`config.mk`:
```
export PLATFORM = sky130hd
export DESIGN_NAME = eight_bit_comp
export DESIGN_NICKNAME = d
export VERILOG_FILES = /design/src/rtl/eight_bit_comp_pkg.sv /design/src/rtl/eight_bit_comp_comp2_cell.sv /design/src/rtl/eight_bit_comp.sv
export SDC_FILE = /design/constraint.sdc
export NUM_CORES = 1
export LEC_CHECK = 0
export BUFFER_PORTS_ARGS = -buffer_cell sky130_fd_sc_hd__buf_2
export CORE_AREA = 2 2 39 41
export DETAILED_ROUTE_END_ITERATION = 10
export DIE_AREA = 0 0 41 43
export SETUP_SLACK_MARGIN = 0.2
export SLEW_MARGIN = 20
export SYNTH_ARGS = -nofsm -noshare
export SYNTH_HDL_FRONTEND = slang
export SYNTH_SLANG_ARGS = --single-unit
export TNS_END_PERCENT = 100
```
`constraint.sdc`:
```
create_clock -name clk -period 0.8 [get_ports clk]
set_input_delay 0.04 -clock clk [delete_from_list [all_inputs] [get_ports clk]]
set_output_delay 0.04 -clock clk [all_outputs]
set_load 0.01 [all_outputs]
```
`src/rtl/eight_bit_comp_pkg.sv`:
```
// Shared definitions for the registered magnitude comparator: default width,
// the three-flag result encoding and the MSB-first merge used by the tree.
package eight_bit_comp_pkg;

   localparam int WIDTH_DEFAULT = 8;

   typedef struct packed {
      logic gt;
      logic eq;
      logic lt;
   } cmp_t;

   // Combine a more-significant result with a less-significant one: the lower
   // slice only decides when everything above it is equal.
   function automatic cmp_t cmp_merge(input cmp_t hi, input cmp_t lo);
      cmp_t res;
      res.gt = hi.gt | (hi.eq & lo.gt);
      res.eq = hi.eq & lo.eq;
      res.lt = hi.lt | (hi.eq & lo.lt);
      return res;
   endfunction

endpackage

```
`src/rtl/eight_bit_comp_comp2_cell.sv`:
```
// 2-bit unsigned comparator cell; the leaf of the comparison tree.
module comp2_cell
   import eight_bit_comp_pkg::*;
(
   input  logic [1:0] a,
   input  logic [1:0] b,
   output cmp_t       res
);

   logic hi_eq;

   assign hi_eq  = ~(a[1] ^ b[1]);
   assign res.gt = (a[1] & ~b[1]) | (hi_eq & a[0] & ~b[0]);
   assign res.lt = (~a[1] & b[1]) | (hi_eq & ~a[0] & b[0]);
   assign res.eq = hi_eq & ~(a[0] ^ b[0]);

endmodule

```
`src/rtl/eight_bit_comp.sv`:
```
// Registered unsigned magnitude comparator: combinational 2-bit cell tree,
// merged MSB-first, captured into one-hot G/Q/L flags every clock.
module eight_bit_comp
   import eight_bit_comp_pkg::*;
#(
   parameter int WIDTH = WIDTH_DEFAULT
) (
   input  logic             clk,
   input  logic             reset,
   input  logic [WIDTH-1:0] a,
   input  logic [WIDTH-1:0] b,
   output logic             G,
   output logic             Q,
   output logic             L
);

   localparam int NCELL = WIDTH / 2;

   cmp_t cell_res [NCELL];
   cmp_t acc      [NCELL];

   genvar gi;
   generate
      for (gi = 0; gi < NCELL; gi++) begin : g_cell
         comp2_cell u_cell (
            .a   (a[2*gi+1 -: 2]),
            .b   (b[2*gi+1 -: 2]),
            .res (cell_res[gi])
         );
      end

      // acc[i] holds the verdict for bits WIDTH-1 down to 2*i.
      assign acc[NCELL-1] = cell_res[NCELL-1];
      for (gi = NCELL - 2; gi >= 0; gi--) begin : g_merge
         assign acc[gi] = cmp_merge(acc[gi+1], cell_res[gi]);
      end
   endgenerate

   always_ff @(posedge clk or posedge reset) begin
      if (reset) begin
         G <= 1'b0;
         Q <= 1'b0;
         L <= 1'b0;
      end else begin
         G <= acc[0].gt;
         Q <= acc[0].eq;
         L <= acc[0].lt;
      end
   end

endmodule

```
==> After elaboration in Yosys (flattened, before gate mapping) <==
Index checks and enable logic that the tools add are counted.
{ "word_totals": {"in_bits": 18, "regBits": 3, "output_inout_bits": 3, "elab_cells": 86} }
{ "op_classes": {"bitwise": 83} }
{ "ops": {"columns": ["operator", "count"], "rows": [
  ["AND 1 bit", 37],
  ["inverter 1 bit", 24],
  ["OR 1 bit", 14],
  ["bitwise XOR 1 bit", 8]
]} }

==> Longest topological paths before layout <==
{ "logic_depth": {"depth_word": 9, "mapped_depth": 6, "mapped_depth_nobuf": 6} }

==> Hierarchy <==
Synthesis repeated with hierarchy kept, for this count alone.
{ "unflattened": {"cells_unflattened": 53, "area_unflattened_um2": 407.9} }
{ "by_module_without_submodules": {"columns": ["mod", "seq_area_each_um2", "cells_per_inst", "area_each_um2", "n_inst"], "rows": [
  ["comp2_cell", 0.0, 10, 71.3, 4],
  ["eight_bit_comp", 75.1, 13, 122.6, 1]
]} }

==> Worst setup path after synthesis <==
OpenSTA, ideal clock, no wires.
{ "synth_timing": {"path_kind": "input-to-reg", "start": "input a[5]", "end": "register Q", "path_stages": 5, "arrival_time_ns": 0.849, "required_ns": 0.732, "path_buffers": 0, "setup_slack_ns": -0.117, "setup_ns": 0.068, "path_cell_list": "inv_1 -> ha_1 -> nand2_1 -> nor4_4 -> and4_1"} }
{ "synth_rtl": {"columns": ["element", "line", "rtl"], "rows": [
  ["start, declared", "eight_bit_comp.sv:10", "input logic [WIDTH-1:0] a,"],
  ["end signal, assigned", "eight_bit_comp.sv:46", "Q <= acc[0].eq;"],
  ["end, declared", "eight_bit_comp.sv:13", "output logic Q,"]
]} }

==> impl_metrics.toml <==
[place]
place_ws_ns = -0.350
dpl.cell_count = 87
port_buffers = 20
hpwl_um = 704
routabilityCongestion = 0.655

[run]
maxCapViolations = 0

[power_and_ir_drop]
irDropWorstVdd_v = 0.000398
powerDensity_nw_per_um2 = 1060
power_leakage_nw = 0.358
p_total_uw = 735

[routing]
wl_um = 877
viasPerCell = 4.56
remaining_drc_errors = 0
final_antenna_net_count = 0
drt_pass1_iterations = 2
wl_per_cell_um = 9.43
initialDrtViolationCount = 5
via_count = 424

[layout]
area_delta_synth_final_pct = 69.6
diodes = 0
fillCellCount = 140
num-nets-final = 104
final_cells = 93
layout_commonest_cell = "buf_2"
mostFrequentLayoutCells = "buf_2 (16), inv_1 (10), a21oi_1 (4), ha_4 (4), ha_1 (4)"
drive_above_1_share_pct = 48.1

[timing]
fmax_mhz = 1280
max_slew_margin_pct = 78.4
worst_pin_slew_ns = 0.324
fin_crit_sh_pct = 97.6
grt_setup_unrepaired = "yes"
hold_viol = 0
whs_ns = 0.125
drv_slew = 0
setup_violations = 0
setup_ws_ns = 0.0195
period_minus_slack_ns = 0.781

[floorplanning]
initial_core_util_pct = 29.5
rows = 14
die_h_um = 43
die_area_um2 = 1760
die_w_um = 41
coreArea_um2 = 1380
io_pins = 21

[synth]
synth_top_area_cell = "ha_1"
yosysWarnings = 0
syn_avg_cell_area_um2 = 8.32
synth.area.top_cells = "ha_1 (25%), dfrtp_1 (18%), inv_1 (12%), nor4_4 (5.2%), a21oi_1 (4.9%)"
synth-seq-cells = 3
yosysUniqueCellTypes = 17
synth.net_count = 75
syn_area_um2 = 408
synth_top_area_share_pct = 24.5
syn_inst = 49
ys_seq_area_share_pct = 18.4

[clock_network]
cts_tree = "yes"
clk_pin_slew_ns = 0.04
clock_sink_count = 3
clockRootBuffer = "clkbuf_4"
htreeDepth = 1
cts_buffer_depth = 2
cts-buffers-inserted = 3

[status]
status = "finished, final reports clean"

[critical_path]
path_class = "input pin to flip-flop"
critPathLaunchType = "input pin"
cp_max_fo = 5
timing.critical_path.to_type = "flip-flop"
arrival_ns = 0.95
cp.required_ns = 0.97
critPathLaunch = "a[5]"

[grt]
grt_max_degree = 6
first_global_vias = 396
grt_pass1_wl_um = 1430
grt_overflow = 0
grt_use_total_pct = 12.0
antenna_found_initial = 0

[worst_hold_path]
min_path_type = "input pin to flip-flop"
hold_end = "L$_DFF_PP0_"
hold_depth = 4
hold_start = "b[7]"
final cells by class:
type,instances,area (um2),area share [%]
flip-flops and latches,3,75.1,10.8
repair buffers,24,165,23.9
well taps,16,20.0,2.89
clock buffers,4,26.3,3.80
inverters,13,63.8,9.22
multi-input cells,33,342,49.4
power breakdown:
| group | switching (mW) | internal [mW] |
|---|---|---|
| Sequential | 0.00293 | 0.165 |
| Combinational | 0.133 | 0.160 |
| Clock | 0.0863 | 0.187 |
sequential cells by signal (all words and copies together) (netlist names):
signal  flops
G           1
Q           1
L           1
kinds of logic after synthesis:
kind of cell | Yosys count | share of synthesized area, %
adder cells (fa/ha/maj) | 8 | 24.5
AND/OR/NAND/NOR | 12 | 23.3
AO/OA/AOI/OAI | 10 | 15.3
XOR/XNOR | 3 | 6.44
flip-flops | 3 | 18.4
buffers and inverters | 13 | 12.0
synth_stat cells (all sizes together):
cell type,instances
nand3,2
o211ai,2
and4,1
inv,13
nand2,1
nor2b,2
nor4,1
a31o,2
and2,1
xnor2,2
ha,8
xor2,1
a21oi,4
nand3b,2
and3b,2
dfrtp,3
o21ai,2
how the worst max path moves through the flow:
| stage | end | slack, ns | cells past startpoint |
|---|---|---|---|
| after floorplan | Q$_DFF_PP0_ | -0.11 | 5 |
| after global placement | L$_DFF_PP0_ | -0.34 | 7 |
| after detailed placement | G$_DFF_PP0_ | -0.35 | 7 |
| after CTS | G$_DFF_PP0_ | 0.03 | 7 |
| after global routing | G$_DFF_PP0_ | -0.07 | 7 |
| final | G$_DFF_PP0_ | 0.02 | 7 |
metrics by stage:
step | setup TNS [ns] | area [um2] | utilization [%]
after detailed placement | -1.04 | 586 | 42.3
after global routing | -0.113 | 692 | 50.0
final | 0 | 692 | 50.0
after floorplan | -0.303 | 450 | -
after CTS | 0 | 692 | 50.0
after global placement | -0.995 | 586 | 42.3
metal layers:
metal / track usage, % / share of wire, % / vias up
met3: 3.14 / 7.6 / 2
met4: 4.00 / 1.5 / 0
met5: 0 / 0 / -
li1: - / - / 221
met1: 11.8 / 37 / 184
met2: 22.2 / 54 / 17
worst max-delay path, cell delays in order:
cell	delay, ns
buf_8	0.09
inv_8	0.03
ha_4	0.27
nand2_4	0.05
nor4_4	0.22
o211ai_1	0.14
nand3_1	0.11
repair_timing:
| action | 4_1_cts | 5_1_grt |
|---|---|---|
| resized for setup | 12 | 0 |
| hold endpoints to repair | 3 | 0 |
| buffers inserted | 1 | 0 |
| gates cloned | 0 | 0 |
| pin swaps | 6 | 2 |
| setup endpoints to repair | 6 | 6 |
| hold buffers | 1 | 0 |
Note: power is estimated with default switching activity, not from simulation.
